`config.mk`:
```
export PLATFORM = sky130hd
export DESIGN_NAME = coproc_control_unit_flat
export DESIGN_NICKNAME = d
export VERILOG_FILES = /design/src/rtl/coproc_pkg.sv /design/src/rtl/coproc_if.sv /design/src/rtl/coproc_matrix_bank.sv /design/src/rtl/coproc_control_unit.sv /design/src/flat_wrapper.sv
export SDC_FILE = /design/constraint.sdc
export NUM_CORES = 1
export LEC_CHECK = 0
export ABC_AREA = 1
export BUFFER_PORTS_ARGS = -buffer_cell sky130_fd_sc_hd__buf_4
export CAP_MARGIN = 30
export CORE_ASPECT_RATIO = 1.5
export CORE_UTILIZATION = 30
export DETAILED_ROUTE_END_ITERATION = 7
export SLEW_MARGIN = 20
export SYNTH_ARGS = -nofsm -noshare
export SYNTH_HDL_FRONTEND = slang
export SYNTH_HIERARCHICAL = 1
export SYNTH_SLANG_ARGS = --single-unit
```
`constraint.sdc`:
```
create_clock -name clk -period 2.7 [get_ports clk]
set_input_delay 0.675 -clock clk [delete_from_list [all_inputs] [get_ports clk]]
set_output_delay 0.675 -clock clk [all_outputs]
set_load 0.03 [all_outputs]
```
`src/rtl/coproc_pkg.sv`:
```
// Shared encodings and sizes for the matrix coprocessor control path.
package coproc_pkg;
    localparam int N_ELEM = 25;
    localparam int ELEM_W = 8;
    localparam int IDX_W  = 5;
    localparam int FLAT_W = N_ELEM * ELEM_W;

    localparam logic [2:0] CMD_NOP    = 3'b000;
    localparam logic [2:0] CMD_LOAD_A = 3'b001;
    localparam logic [2:0] CMD_LOAD_B = 3'b010;
    localparam logic [2:0] CMD_LOAD_F = 3'b011;
    localparam logic [2:0] CMD_EXEC   = 3'b100;
    localparam logic [2:0] CMD_READ_C = 3'b101;

    localparam logic [2:0] NONE = 3'b000;
    localparam logic [2:0] SUM  = 3'b001;
    localparam logic [2:0] SUB  = 3'b010;
    localparam logic [2:0] MUL  = 3'b011;
    localparam logic [2:0] OPP  = 3'b100;
    localparam logic [2:0] TRN  = 3'b101;
    localparam logic [2:0] SCL  = 3'b110;
    localparam logic [2:0] DET  = 3'b111;

    typedef enum logic [1:0] {IDLE, ISSUE, CAPTURE, RELEASE} state_t;

    function automatic logic idx_in_range(input logic [IDX_W-1:0] idx);
        return int'(idx) < N_ELEM;
    endfunction
endpackage

```
`src/rtl/coproc_if.sv`:
```
// Bus between the control unit (master) and the matrix ALU (slave).
interface coproc_if;
    import coproc_pkg::*;

    logic [FLAT_W-1:0] alu_A_flat;
    logic [FLAT_W-1:0] alu_B_flat;
    logic [ELEM_W-1:0] alu_f;
    logic [2:0]        alu_opcode;
    logic [FLAT_W-1:0] alu_C_flat;
    logic              alu_overflow;
    logic              alu_done;

    modport master (
        output alu_A_flat, alu_B_flat, alu_f, alu_opcode,
        input  alu_C_flat, alu_overflow, alu_done
    );

    modport slave (
        input  alu_A_flat, alu_B_flat, alu_f, alu_opcode,
        output alu_C_flat, alu_overflow, alu_done
    );
endinterface

```
`src/rtl/coproc_matrix_bank.sv`:
```
// 25x8 operand register bank: indexed byte write, flat parallel output.
module coproc_matrix_bank
    import coproc_pkg::*;
(
    input  logic              clk,
    input  logic              rst_n,
    input  logic              clr,
    input  logic              wr_en,
    input  logic [IDX_W-1:0]  wr_idx,
    input  logic [ELEM_W-1:0] wr_data,
    output logic [FLAT_W-1:0] flat
);
    generate
        for (genvar gi = 0; gi < N_ELEM; gi++) begin : g_elem
            logic [ELEM_W-1:0] elem_reg;

            always_ff @(posedge clk or negedge rst_n) begin
                if (!rst_n) begin
                    elem_reg <= '0;
                end else if (clr) begin
                    elem_reg <= '0;
                end else if (wr_en && wr_idx == IDX_W'(gi)) begin
                    elem_reg <= wr_data;
                end
            end

            assign flat[ELEM_W*gi +: ELEM_W] = elem_reg;
        end
    endgenerate
endmodule

```
`src/rtl/coproc_control_unit.sv`:
```
// Host-instruction sequencer for the matrix ALU: operand loading, opcode
// issue with settle/timeout handling, result capture and read-back.
module coproc_control_unit
    import coproc_pkg::*;
#(
    parameter int SETTLE_CYCLES  = 2,
    parameter int TIMEOUT_CYCLES = 16
) (
    input  logic              clk,
    input  logic              rst_n,
    input  logic              instr_valid,
    output logic              instr_ready,
    input  logic [15:0]       instr,
    output logic              rd_valid,
    output logic [ELEM_W-1:0] rd_data,
    output logic              busy,
    output logic              op_done,
    output logic              op_overflow,
    output logic              op_error,
    coproc_if.master          alu
);
    localparam int CNT_W = $clog2(TIMEOUT_CYCLES + 1);

    state_t            state_reg, state_next;
    logic [CNT_W-1:0]  count_reg, count_next;
    logic [2:0]        opcode_reg;
    logic [ELEM_W-1:0] f_reg;
    logic [ELEM_W-1:0] rd_data_reg;
    logic [FLAT_W-1:0] c_reg;
    logic              rd_valid_reg;
    logic              overflow_reg;
    logic              error_reg, error_next;

    logic [2:0]        cmd;
    logic [IDX_W-1:0]  idx;
    logic [ELEM_W-1:0] data;
    logic [2:0]        exec_op;
    logic              accept, idx_ok, wr_a, wr_b, rd_c, start_exec;
    logic              settled, expired, capture_go, timeout;
    logic [FLAT_W-1:0] a_flat, b_flat;

    assign cmd     = instr[2:0];
    assign idx     = instr[7:3];
    assign data    = instr[15:8];
    assign exec_op = instr[5:3];

    assign accept     = instr_valid && (state_reg == IDLE);
    assign idx_ok     = idx_in_range(idx);
    assign wr_a       = accept && (cmd == CMD_LOAD_A) && idx_ok;
    assign wr_b       = accept && (cmd == CMD_LOAD_B) && idx_ok;
    assign rd_c       = accept && (cmd == CMD_READ_C) && idx_ok;
    assign start_exec = accept && (cmd == CMD_EXEC) && (exec_op != NONE);

    // done is only trusted once the opcode has been held long enough
    assign settled    = count_reg >= CNT_W'(SETTLE_CYCLES - 1);
    assign expired    = count_reg >= CNT_W'(TIMEOUT_CYCLES - 1);
    assign capture_go = (state_reg == ISSUE) && settled && alu.alu_done;
    assign timeout    = (state_reg == ISSUE) && expired && !capture_go;

    always_comb begin
        state_next = state_reg;
        count_next = '0;
        case (state_reg)
            IDLE: begin
                if (start_exec) state_next = ISSUE;
            end
            ISSUE: begin
                count_next = count_reg + 1'b1;
                if (capture_go)   state_next = CAPTURE;
                else if (timeout) state_next = RELEASE;
            end
            CAPTURE: state_next = RELEASE;
            RELEASE: state_next = IDLE;
            default: state_next = IDLE;
        endcase
    end

    always_comb begin
        error_next = error_reg;
        if (accept) begin
            case (cmd)
                CMD_NOP, CMD_LOAD_F:               error_next = 1'b0;
                CMD_LOAD_A, CMD_LOAD_B, CMD_READ_C: error_next = !idx_ok;
                CMD_EXEC:                          error_next = (exec_op == NONE);
                default:                           error_next = 1'b1;
            endcase
        end else if (timeout) begin
            error_next = 1'b1;
        end
    end

    always_ff @(posedge clk or negedge rst_n) begin
        if (!rst_n) begin
            state_reg    <= IDLE;
            count_reg    <= '0;
            opcode_reg   <= NONE;
            f_reg        <= '0;
            rd_data_reg  <= '0;
            c_reg        <= '0;
            rd_valid_reg <= 1'b0;
            overflow_reg <= 1'b0;
            error_reg    <= 1'b0;
        end else begin
            state_reg    <= state_next;
            count_reg    <= count_next;
            error_reg    <= error_next;
            rd_valid_reg <= rd_c;
            if (rd_c)                               rd_data_reg <= c_reg[ELEM_W*int'(idx) +: ELEM_W];
            if (accept && cmd == CMD_LOAD_F)        f_reg <= data;
            if (start_exec)                         opcode_reg <= exec_op;
            if (state_reg == CAPTURE) begin
                c_reg        <= alu.alu_C_flat;
                overflow_reg <= alu.alu_overflow;
            end
        end
    end

    coproc_matrix_bank u_bank_a (
        .clk     (clk),
        .rst_n   (rst_n),
        .clr     (1'b0),
        .wr_en   (wr_a),
        .wr_idx  (idx),
        .wr_data (data),
        .flat    (a_flat)
    );

    coproc_matrix_bank u_bank_b (
        .clk     (clk),
        .rst_n   (rst_n),
        .clr     (1'b0),
        .wr_en   (wr_b),
        .wr_idx  (idx),
        .wr_data (data),
        .flat    (b_flat)
    );

    // Opcode drops to NONE in RELEASE so back-to-back EXECs always show an edge
    assign alu.alu_opcode = (state_reg == ISSUE || state_reg == CAPTURE) ? opcode_reg : NONE;
    assign alu.alu_A_flat = a_flat;
    assign alu.alu_B_flat = b_flat;
    assign alu.alu_f      = f_reg;

    assign instr_ready = (state_reg == IDLE);
    assign busy        = (state_reg != IDLE);
    assign op_done     = (state_reg == CAPTURE);
    assign op_overflow = overflow_reg;
    assign op_error    = error_reg;
    assign rd_valid    = rd_valid_reg;
    assign rd_data     = rd_data_reg;
endmodule

```
`src/flat_wrapper.sv`:
```
// flat-port wrapper written by rule: the top's interface ports become plain ports
module coproc_control_unit_flat import coproc_pkg::*;
#(
    parameter int SETTLE_CYCLES  = 2,
    parameter int TIMEOUT_CYCLES = 16
)
  (clk, rst_n, instr_valid, instr_ready, instr, rd_valid, rd_data, busy, op_done, op_overflow, op_error, alu_alu_A_flat, alu_alu_B_flat, alu_alu_f, alu_alu_opcode, alu_alu_C_flat, alu_alu_overflow, alu_alu_done);
  coproc_if alu_i ();
  input  logic clk;
  input  logic rst_n;
  input  logic instr_valid;
  output logic instr_ready;
  input  logic [15:0] instr;
  output logic rd_valid;
  output logic [ELEM_W-1:0] rd_data;
  output logic busy;
  output logic op_done;
  output logic op_overflow;
  output logic op_error;
  output wire logic [$bits(alu_i.alu_A_flat)-1:0] alu_alu_A_flat;
  output wire logic [$bits(alu_i.alu_B_flat)-1:0] alu_alu_B_flat;
  output wire logic [$bits(alu_i.alu_f)-1:0] alu_alu_f;
  output wire logic [$bits(alu_i.alu_opcode)-1:0] alu_alu_opcode;
  input wire logic [$bits(alu_i.alu_C_flat)-1:0] alu_alu_C_flat;
  input wire logic [$bits(alu_i.alu_overflow)-1:0] alu_alu_overflow;
  input wire logic [$bits(alu_i.alu_done)-1:0] alu_alu_done;
  assign alu_alu_A_flat = alu_i.alu_A_flat;
  assign alu_alu_B_flat = alu_i.alu_B_flat;
  assign alu_alu_f = alu_i.alu_f;
  assign alu_alu_opcode = alu_i.alu_opcode;
  assign alu_i.alu_C_flat = alu_alu_C_flat;
  assign alu_i.alu_overflow = alu_alu_overflow;
  assign alu_i.alu_done = alu_alu_done;
  coproc_control_unit #(.SETTLE_CYCLES(SETTLE_CYCLES), .TIMEOUT_CYCLES(TIMEOUT_CYCLES)) u_core (.clk(clk), .rst_n(rst_n), .instr_valid(instr_valid), .instr_ready(instr_ready), .instr(instr), .rd_valid(rd_valid), .rd_data(rd_data), .busy(busy), .op_done(op_done), .op_overflow(op_overflow), .op_error(op_error), .alu(alu_i));
endmodule
```
== After elaboration in Yosys (flattened, before gate mapping) ==
Index checks and enable logic that the tools add are counted.
Storage, ports and cells
  bits in registers: 629
  output and inout port bits: 425
  logic and storage cells: 184
Operators by class
  $add $sub $neg: 1
  $lt $le $gt $ge: 3
  equal/unequal tests: 34
  shift operators: 1
  multiplexer cells: 9
  reduce and logical (&&, ||, !) cells: 77
Operators by type and width (number)
  variable part select 200 x 9 -> 8 bit: 1
  logical AND 1 bit: 64
  equality test 5 bit (second input constant): 9
  equality test 5 x 4 -> 1 bit (second input constant): 8
  equality test 5 x 3 -> 1 bit (second input constant): 4
  equality test 5 x 2 -> 1 bit (second input constant): 2
  case mux 2 bit (4 select lines): 1
  equality test 3 x 2 -> 1 bit (second input constant): 2
  equality test 3 bit (second input constant): 2
  zero test 3 bit: 2
  2-to-1 mux 2 bit: 3
  adder 5 x 1 -> 5 bit (second input constant): 1
  equality test 5 x 1 -> 1 bit (second input constant): 1
  >= comparator 5 x 1 -> 1 bit (second input constant): 1
  >= comparator 5 x 4 -> 1 bit (second input constant): 1
  zero test 5 bit: 1
  less-than comparator 5 bit (second input constant): 1
  2-to-1 mux 5 bit: 1
  equality test 2 bit (second input constant): 2
  nonzero test 2 bit: 2
  equality test 3 x 1 -> 1 bit (second input constant): 1
  2-to-1 mux 3 bit: 1
  inequality test 3 x 1 -> 1 bit (second input constant): 1
  case mux 1 bit (3 select lines): 1
  10 further kinds: 12

== Logic depth before layout (Yosys ltp) ==
  word-level depth: 8
  mapped depth: 13

== By module ==
The synthesis kept the hierarchy.
By module, submodules not included
  coproc_matrix_bank: times used 2, cells an instance 938, area an instance 8250.4 um2, sequential area each 5004.8 um2
  coproc_control_unit: times used 1, cells an instance 1321, area an instance 10988.0 um2, sequential area each 5730.5 um2

== Worst setup path after synthesis ==
OpenSTA, ideal clock, no wires.
  path kind: flip-flop to flip-flop
  from: register u_core.state_reg[0]
  to: register u_core.u_bank_b.g_elem[9].elem_reg[0]
  setup time: 0.119 ns
  arrival: 2.367 ns
  required time: 2.581 ns
  path slack: 0.214 ns
  stages on the path, launching flop included: 13
  buffers on the path: 1
  period minus slack after synthesis: 2.486 ns
  cell sequence: dfrtp_1 -> inv_1 -> ha_1 -> nand2_1 -> nor2_4 -> inv_1 -> nor3_1 -> inv_2 -> nor2_4 -> buf_2 -> nand3_1 -> nand3_1 -> nand2_1
Between the ends
  word-level cells in the longest chain between the ends: 5
RTL lines
  start, declared: line coproc_control_unit.sv:24  | state_t state_reg, state_next;
  start signal, assigned: line coproc_control_unit.sv:104  | state_reg <= state_next;
  zero test 2 bit
  via instr_ready: line flat_wrapper.sv:12  | output logic instr_ready;
  logical AND 1 bit: line coproc_control_unit.sv:47  | assign accept = instr_valid && (state_reg == IDLE);
  logical AND 1 bit (2 in series): line coproc_control_unit.sv:50  | assign wr_b = accept && (cmd == CMD_LOAD_B) && idx_ok;
  via u_core.wr_b: line coproc_control_unit.sv:38  | logic accept, idx_ok, wr_a, wr_b, rd_c, start_exec;
  logical AND 1 bit: line coproc_matrix_bank.sv:22  | end else if (wr_en && wr_idx == IDX_W'(gi)) begin
  end signal, assigned: line coproc_matrix_bank.sv:23  | elem_reg <= wr_data;
  end, declared: line coproc_matrix_bank.sv:15  | logic [ELEM_W-1:0] elem_reg;
The timed path passes the listed nets, and every way through them passes these cells.
A chain may end at the register's enable or synchronous reset.

== Worst setup path after layout ==
  from: register u_core.state_reg[0]
  to: output port op_done
Between the ends
  word-level cells in the longest chain between the ends: 1
RTL lines
  equality test 2 bit: line coproc_control_unit.sv:146  | assign op_done = (state_reg == CAPTURE);
  end, declared: line flat_wrapper.sv:17  | output logic op_done;
No other way between the ends.

==> metrics.yaml <==
drc_errors: 0
yosys.area.top_type: "dfrtp_1"
crit_end: "op_done"
slew_headroom_pct: 56.8
dp_hpwl_mm: 74.0
dieArea_mm2: 0.0929
synth-main-ff-cell: "dfrtp_1"
antenna_found_initial: 3
required_ps: 2030
drt-initial-drc-count: 1581
critPathMaxFanout: 16
grt_max_degree: 201
netlist_top_cells_count: "nand2_1, dfrtp_1, nand3_1"
avgSynthCellArea_um2: 8.60
rows: 135
clock_path_buffers: 3
yosys_warnings: 6
seq_power_share_pct: 42.5
clkTransAtPathRegs_ps: 70
initial_core_util_pct: 30.4
p_leak_nw: 19.8
synth-edff-count: 0
period_share_pct: 94.1
setup-tns-final_ps: 0
r2r_end: "u_core/u_bank_b/g_elem[11].elem_reg[6]"
synth-seq-cells: 629
hold_viol_final: 0
vias_per_cell: 4.81
placed_cells: 4967
switching_share_pct: 31.0
cts_buffers: 67
min_path_type: "in2reg"
critPathLaunch: "u_core/state_reg[0]"
boundaryPins: 646
netlist_area_mm2: 0.0275
status: "complete, no violations"
grt_first_pass_wirelength_mm: 157
fin_skew_ps: 29.9
h-tree-depth: 3
grt_use_total_pct: 22.3
report.final.slew_viol_count: 0
globalRouteMet1Util_pct: 26.8
fin_nets: 4101
critPathKind: "reg2out"
clkSinkCount: 629
busiest_layer: "met2"
ir_drop_mv: 0.691
drtAntennaViolNets: 0
final_cells: 5094
grt_overflow: 0
die_x_um: 249
cts_tree: "yes"
power.combinational.fraction_pct: 22.1
async_reset_ff_share_pct: 100
crit-reg2reg-launch: "u_core/state_reg[0]"
met3_usage_pct: 5.41
core_area_mm2: 0.0905
place.gp.congestion: 0.846
vias: 24500
finalWirelength_mm: 105
ys_top_cells_by_area: "dfrtp_1, nand2_1, nand3_1, o21ai_0, inv_1"
nFillCells: 9136
grtUsageMet2_pct: 37.8
die_h_um: 373
yosysTopAreaCellShare_pct: 57.3
synth.most_common_cell: "nand2_1"
power-per-cell-area_mw_per_mm2: 748
clockPowerShare_pct: 35.4
setup_viol: 0
cp_data_arrival_time_ps: 1870
place_ws_ps: -41.4
max_freq_ghz: 0.394
ys_types: 34
wl_per_cell_um: 20.6
fin_crit_ps: 2540
numPortBuffers: 645
max-cap-violations: 0
synthCells: 3197
syn2layout_area_growth_pct: 33.9
r2r_slack_ps: 170
cp-end-kind: "output port"
tightest_slew_ps: 649
reg2reg_depth: 15
dr.pass1.iters: 5
finalWorstSetupSlack_ps: 159
rsz0062_at_grt: "false"
first_global_vias: 24200
fin_util_pct: 40.6
hold-worst-slack_ps: 221
clk_latency_ps: 660
drive_gt1_share_pct: 26.5
cts_root_buf: "clkbuf_16"
internal_power_mw: 19.0
yosysSeqAreaShare_pct: 57.3
switchingPower_mw: 8.54
cp-start-kind: "flop"
[critical path, stage by stage (launching register included)]
cell and delay [ps]:
dfrtp_1 390, inv_1 200, ha_4 390, buf_4 230
[placed cells by master, fill, tap and decap left out, types with 3 or more instances in the layout]
| cell | Yosys | routed |
|---|---|---|
| nand3_1 | 587 | 587 |
| o211ai_1 | 24 | 24 |
| mux2_1 | 6 | 6 |
| inv_6 | 0 | 4 |
| nor2_1 | 27 | 11 |
| inv_1 | 219 | 219 |
| buf_12 | 0 | 34 |
| a21oi_1 | 17 | 17 |
| o21ai_0 | 173 | 173 |
| bufinv_16 | 0 | 7 |
| nor2_2 | 15 | 23 |
| nor3_1 | 3 | 3 |
| diode_2 | 0 | 3 |
| clkbuf_8 | 0 | 12 |
| inv_2 | 32 | 32 |
| buf_4 | 19 | 734 |
| mux2_2 | 43 | 43 |
| nor2_4 | 29 | 37 |
| clkbuf_16 | 0 | 68 |
| ha_1 | 7 | 5 |
| nand2_1 | 1186 | 1186 |
| clkbuf_1 | 88 | 17 |
| clkinv_2 | 0 | 9 |
| dfrtp_1 | 629 | 629 |
| nand3_2 | 19 | 19 |
[per-stage QoR]
step | power [mW] | cell area (um^2)
after floorplan | 15.7 | 27500
after global placement | 17.7 | 34500
final | 27.5 | 36800
after global routing | 28.9 | 36800
after CTS | 27.7 | 36800
after detailed placement | 17.9 | 34500
[layout make-up]
| cell class | count | area (um^2) | area share, % |
|---|---|---|---|
| flip-flops and latches | 629 | 15700 | 42.8 |
| multi-input cells | 2152 | 10100 | 27.5 |
| repair buffers | 770 | 6220 | 16.9 |
| clock buffers | 97 | 1930 | 5.25 |
| well taps | 1164 | 1460 | 3.96 |
| inverters | 253 | 950 | 2.58 |
| clock inverters | 26 | 359 | 0.976 |
| diodes | 3 | 7.51 | 0.0204 |
[kinds of logic after synthesis]
kind of cell	count (synthesis)	synth area share, %
AOI/OAI and AO/OA	217	4.19
buffers and inverters	417	6.27
muxes	49	2.01
other	1	0.0136
and+or+nand+nor	1877	29.9
DFF	629	57.3
adders and majority gates	7	0.319
[power by group through the flow]
stage	Sequential [mW]	Combinational [mW]	Clock, mW
2_1_floorplan	12.0	3.77	0
3_3_place_gp	11.8	5.93	0
3_5_place_dp	11.9	6.05	0
4_1_cts	11.7	6.08	9.98
5_1_grt	11.8	6.78	10.3
6_report	11.7	6.08	9.75
[timing repair]
item | in CTS | in global routing
hold endpoints to repair | 20 | 0
hold buffers | 1 | 0
setup buffers | 0 | 0
endpoints found under the setup margin | 0 | 142
resized for setup | 0 | 2
[worst min path at each step]
| stage | from | endpoint | slack, ps | cells past startpoint |
|---|---|---|---|---|
| finish | alu_alu_C_flat[17] | u_core/c_reg[17] | 220 | 3 |
| global route | alu_alu_C_flat[17] | u_core/c_reg[17] | 210 | 3 |
| CTS | alu_alu_C_flat[17] | u_core/c_reg[17] | 160 | 3 |
| detailed placement | u_core/rd_data[7] | u_core/rd_data[7] | 470 | 2 |
| global placement | u_core/rd_data[3] | u_core/rd_data[3] | 470 | 2 |
| floorplan | rst_n | u_core/alu.alu_f[0] | 380 | 0 |
[metal layers]
metal  routed length [um]  part of all wire, %  up-vias
met4                 4210                  4.0        2
met2                50900                   49      881
met5                   11                0.010        -
li1                     -                    -    11600
met1                42400                   40    11900
met3                 7340                  7.0      159
(Power assumes the default switching activity.)
